`src/rtl/stopwatch_display.sv`:
```
`default_nettype none
// stopwatch_display: synchronises the counter value, converts it to BCD with a
// sequential double-dabble engine and scans it onto a 4-digit common-anode display.
// Revision: 1.0
module stopwatch_display #(
   parameter int COUNT_SIZE = 8,
   parameter int SCAN_DIV   = 5000
) (
   input  logic                  CLK_5MHz,
   input  logic                  reset,
   input  logic [COUNT_SIZE-1:0] count,
   input  logic                  blank_lead,
   output logic [6:0]            seg,
   output logic                  dp,
   output logic [3:0]            an,
   output logic                  bcd_valid
);

   localparam int c_PRE_W = (SCAN_DIV > 1) ? $clog2(SCAN_DIV) : 1;
   localparam int c_IT_W  = (COUNT_SIZE > 1) ? $clog2(COUNT_SIZE) : 1;
   localparam logic [c_PRE_W-1:0] c_PRE_LAST = c_PRE_W'(SCAN_DIV - 1);
   localparam logic [c_IT_W-1:0]  c_IT_LAST  = c_IT_W'(COUNT_SIZE - 1);

   typedef enum logic [1:0] {
      S_IDLE  = 2'd0,
      S_LOAD  = 2'd1,
      S_SHIFT = 2'd2,
      S_DONE  = 2'd3
   } state_t;

   logic [COUNT_SIZE-1:0] s1_q, s2_q, s3_q;
   logic                  stable;

   state_t                state_q, state_d;
   logic [COUNT_SIZE-1:0] bin_q, bin_d;
   logic [COUNT_SIZE-1:0] last_q, last_d;
   logic [15:0]           bcd_q, bcd_d;
   logic [11:0]           bcd_adj;
   logic [c_IT_W-1:0]     iter_q, iter_d;
   logic [15:0]           disp_q, disp_d;
   logic                  valid_q, valid_d;

   logic [c_PRE_W-1:0]    presc_q;
   logic [1:0]            idx_q;
   logic [6:0]            seg_q, seg_d;
   logic [3:0]            an_q;
   logic [3:0]            digit;
   logic                  lead_zero;

   // Plain two-flop synchroniser plus a third stage for the stability compare.
   always_ff @(posedge CLK_5MHz) begin
      s1_q <= count;
      s2_q <= s1_q;
      s3_q <= s2_q;
   end

   assign stable = (s2_q == s3_q);

   always_ff @(posedge CLK_5MHz) begin
      if (reset) begin
         state_q <= S_IDLE;
         bin_q   <= '0;
         last_q  <= '0;
         bcd_q   <= '0;
         iter_q  <= '0;
         disp_q  <= '0;
         valid_q <= 1'b0;
      end else begin
         state_q <= state_d;
         bin_q   <= bin_d;
         last_q  <= last_d;
         bcd_q   <= bcd_d;
         iter_q  <= iter_d;
         disp_q  <= disp_d;
         valid_q <= valid_d;
      end
   end

   always_comb begin
      state_d = state_q;
      bin_d   = bin_q;
      last_d  = last_q;
      bcd_d   = bcd_q;
      iter_d  = iter_q;
      disp_d  = disp_q;
      valid_d = valid_q;

      // The thousands nibble is at most 4 before any shift when the value is
      // below 10000, so only the lower three nibbles ever need the +3 fix-up.
      bcd_adj = bcd_q[11:0];
      for (int n = 0; n < 3; n++) begin
         if (bcd_q[4*n +: 4] >= 4'd5) begin
            bcd_adj[4*n +: 4] = bcd_q[4*n +: 4] + 4'd3;
         end
      end

      case (state_q)
         S_IDLE: begin
            if (stable && ((s2_q != last_q) || !valid_q)) begin
               state_d = S_LOAD;
            end
         end
         S_LOAD: begin
            bin_d   = s2_q;
            last_d  = s2_q;
            bcd_d   = '0;
            iter_d  = '0;
            state_d = S_SHIFT;
         end
         S_SHIFT: begin
            bcd_d  = {bcd_q[14:12], bcd_adj, bin_q[COUNT_SIZE-1]};
            bin_d  = bin_q << 1;
            iter_d = iter_q + 1'b1;
            if (iter_q == c_IT_LAST) begin
               state_d = S_DONE;
            end
         end
         S_DONE: begin
            disp_d  = bcd_q;
            valid_d = 1'b1;
            state_d = S_IDLE;
         end
         default: state_d = S_IDLE;
      endcase
   end

   function automatic logic [6:0] seg_enc(input logic [3:0] d);
      logic [6:0] s;
      case (d)
         4'd0:    s = 7'h40;
         4'd1:    s = 7'h79;
         4'd2:    s = 7'h24;
         4'd3:    s = 7'h30;
         4'd4:    s = 7'h19;
         4'd5:    s = 7'h12;
         4'd6:    s = 7'h02;
         4'd7:    s = 7'h78;
         4'd8:    s = 7'h00;
         4'd9:    s = 7'h10;
         default: s = 7'h7F;
      endcase
      return s;
   endfunction

   always_comb begin
      digit = disp_q[{idx_q, 2'b00} +: 4];
      case (idx_q)
         2'd1:    lead_zero = (disp_q[15:4] == 12'd0);
         2'd2:    lead_zero = (disp_q[15:8] == 8'd0);
         2'd3:    lead_zero = (disp_q[15:12] == 4'd0);
         default: lead_zero = 1'b0;
      endcase
      if (!valid_q || (blank_lead && lead_zero)) begin
         seg_d = 7'h7F;
      end else begin
         seg_d = seg_enc(digit);
      end
   end

   // an and seg are both registered from idx_q, so they always stay aligned.
   always_ff @(posedge CLK_5MHz) begin
      if (reset) begin
         presc_q <= '0;
         idx_q   <= 2'd0;
         seg_q   <= 7'h7F;
         an_q    <= 4'hF;
      end else begin
         if (presc_q == c_PRE_LAST) begin
            presc_q <= '0;
            idx_q   <= idx_q + 2'd1;
         end else begin
            presc_q <= presc_q + 1'b1;
         end
         an_q  <= ~(4'b0001 << idx_q);
         seg_q <= seg_d;
      end
   end

   assign seg       = seg_q;
   assign an        = an_q;
   assign dp        = 1'b1;
   assign bcd_valid = valid_q;

endmodule
`default_nettype wire
```
`config.mk`:
```
export PLATFORM = sky130hd
export DESIGN_NAME = stopwatch_display
export DESIGN_NICKNAME = d
export VERILOG_FILES = /design/src/rtl/stopwatch_display.sv
export SDC_FILE = /design/constraint.sdc
export NUM_CORES = 1
export LEC_CHECK = 0
export CAP_MARGIN = 15
export CORE_MARGIN = 1
export CORE_UTILIZATION = 40
export DETAILED_ROUTE_END_ITERATION = 10
export SYNTH_ARGS = -nofsm -noshare
export SYNTH_HDL_FRONTEND = slang
export SYNTH_SLANG_ARGS = --single-unit
```
`constraint.sdc`:
```
create_clock -name CLK_5MHz -period 2.43 [get_ports CLK_5MHz]
set_clock_uncertainty 0.1 [all_clocks]
set_input_delay 0.729 -clock CLK_5MHz [delete_from_list [all_inputs] [get_ports CLK_5MHz]]
set_output_delay 0.729 -clock CLK_5MHz [all_outputs]
set_load 0.03 [all_outputs]
```
==> impl_metrics.tcl, run 1 <==
set metrics [dict create \
    outcome "finished clean" \
    core_area_um2 10400 \
    maxCapViolCount 0 \
    cts_resized 0 \
    ant_nets 0 \
    ys.flop_type "dfxtp_1" \
    path_delay_family "buffers and inverters" \
    peakVddDrop_uv 310 \
    period_share 0.946 \
    place_area_um2 4620 \
    fp.dieW_um 106 \
    synth.avg_cell_area_um2 9.92 \
    die_area_um2 11100 \
    cts_buffers 9 \
    routabilityCongestion 0.767 \
    clk_latency_ns 0.37 \
    area_growth_pct 12.9 \
    route.vias.total 2942 \
    drt_iter0_markers 124 \
    grt_pass1_vias 2820 \
    place_hpwl_um 5270 \
    startpoint_type "flip-flop" \
    internal_power_mw 2.49 \
    rrSetupSlack_ns 0.40 \
    wl_per_cell_um 12.7 \
    ios 24 \
    initial_core_util 0.413 \
    yosysTopAreaCell "dfxtp_1" \
    cts_tree "built" \
    syn_nets 467 \
    antenna_found_initial 0 \
    syn_area_um2 4290 \
    pwr-share-seq 0.544 \
    antennaDiodeCount 0 \
    dr.pass1.iters 4 \
    synth_top_cell_area_share 0.486 \
    worst_pin_slew_ns 0.583 \
    synth_cells 432 \
    ys_top_cells_by_count "dfxtp_1 (104), nor2_1 (76), mux2i_1 (35)" \
    max_freq_mhz 435 \
    portBuffers 22 \
    grt_pass1_wl_um 13400 \
    vias_per_cell 4.97 \
    grt_usage 0.150 \
    nNetsFinal 486 \
    synth_cell_types 46 \
    htree_levels 3 \
    hold_class "flip-flop to flip-flop" \
    post_route_cells_drive_above_1_share 0.0811 \
    required_ns 1.60 \
    rsz0062_at_grt "false" \
    hold_viol 0 \
    synth_area_leaders "dfxtp_1 (49%), mux2i_1 (8.2%), ha_1 (7.0%)" \
    crit_chain "clkdlybuf4s50_1" \
    clkSinkCount 104 \
    yosysMostFrequentCell "dfxtp_1" \
    slowest_delay_ns 0.70 \
    clkTransAtPathRegs_ns 0.10 \
    synth-edff-count 0 \
    setup_viol 0 \
    fin_crit_ns 2.30 \
    timing.critical_path.buf_inv 1 \
    synth-seq-area-share 0.486 \
    path_max_fanout 4 \
    final_core_util 0.467 \
    switching_power_mw 0.940 \
    combPwrFrac 0.122 \
    postCtsHoldBufs 0 \
    grt_max_degree 56 \
    grt_overflow 0 \
    drt_wl_total_um 7540 \
    setup_tns_ns 0 \
    path_class "flip-flop to output port" \
    cts_post_setup_buffers_inserted 0 \
    dp_cells 576 \
    hold_ws_ns 0.237 \
    final_area_um2 4840 \
    cts_buffer_depth 2 \
    ys_seq_elements 104 \
    clockRootBuffer "clkbuf_8" \
    leakagePower_nw 1.81 \
    cp-end-kind "output port" \
    slowest_stage "clkdlybuf4s50_1" \
    synthArstFlopShare 0 \
    fin_cells 592 \
    ys.warnings.count 0 \
    die_y_um 106 \
    switching_share 0.274 \
    power.density_nw_per_um2 708 \
    maxSlewViolCount 0 \
    drc_errors 0 \
    p_clk_frac 0.334 \
    rows 37 \
    slew_headroom 0.611 \
    crit_arrival_ns 1.47 \
]
-- final cells by class --
type | instances | area [um^2]
fillers | 987 | 5530
flip-flops and latches | 104 | 2080
multi-input cells | 292 | 2040
repair buffers | 28 | 260
well taps | 136 | 170
clock buffers | 9 | 124
clock inverters | 7 | 100
inverters | 16 | 60.1
-- final timing paths --
path,from,end,cells after the start
worst min-delay path,s1_q[0],s2_q[0],0
worst max-delay path,bcd_valid,bcd_valid,1
worst max register to register,idx_q[0],seg[3],6
worst min register to register,s1_q[0],s2_q[0],0
-- kinds of logic (layout without fill, tap and decap cells) --
logic type / after synthesis / after routing / synth area share
simple gates: 140 / 140 / 0.145
flops: 104 / 104 / 0.486
compound gates: 51 / 51 / 0.0797
mux: 42 / 42 / 0.112
buf+inv: 36 / 60 / 0.0374
xor+xnor: 34 / 34 / 0.0695
fa+ha+maj: 24 / 24 / 0.0701
other cells: 1 / 1 / 0.000875
-- registers in the layout, indices dropped and copies added (netlist names), 7 cells and up --
register	cells
bcd_q	16
bin_q	8
disp_q	16
last_q	8
presc_q	13
s1_q	8
s2_q	8
s3_q	8
seg	7
-- power by group through the flow --
stage | Sequential, mW | Clock (mW) | Combinational [mW]
after global placement | 1.90 | 0 | 0.415
after detailed placement | 1.90 | 0 | 0.418
final | 1.86 | 1.14 | 0.419
after global routing | 1.88 | 1.26 | 0.477
after floorplan | 1.89 | 0 | 0.317
after CTS | 1.87 | 1.19 | 0.421
-- per-layer routing --
| metal | up-vias | global-route usage | wire length, um | part of all wire |
|---|---|---|---|---|
| met2 | 43 | 0.237 | 3460 | 0.46 |
| met3 | 9 | 0.0359 | 238 | 0.032 |
| li1 | 1495 | - | - | - |
| met5 | - | 0 | 0 | 0 |
| met1 | 1395 | 0.198 | 3760 | 0.50 |
| met4 | 0 | 0.0536 | 87 | 0.012 |
-- placed cells by master, fill, tap and decap left out, drive strengths merged, types with 3 or more instances in the layout --
cell type,instances
nor3,4
clkbuf,9
nand3,10
nand2b,3
and2,3
xor2,25
ha,24
a21oi,17
nor2,77
mux2,3
nand4,3
mux4,4
clkinv,6
clkdlybuf4s50,21
xnor2,9
nor4,7
and3,3
o21ai,10
dfxtp,104
buf,7
inv,16
nand2,23
a22oi,5
nand3b,3
a32oi,3
a211oi,7
mux2i,35
a2bb2oi,3
-- through the flow --
step           setup WS (ns)  total power, mW
6_report               0.131             3.43
5_1_grt               0.0602             3.61
4_1_cts                0.105             3.47
3_5_place_dp           0.413             2.32
3_3_place_gp           0.460             2.31
2_1_floorplan          0.571             2.21
Power figures use the tool's default switching activity.
==> run 2, diff against run 1 <==
Settings changed: TNS_END_PERCENT from default to 30.
==> results of run 2 <==
No change in the layout: final DEF, timing and power equal those of run 1.
==> run 3, diff against run 2 <==
Settings changed: SLEW_MARGIN from default to 30.
==> results of run 3 <==
No change in the layout: final DEF, timing and power equal those of run 1.
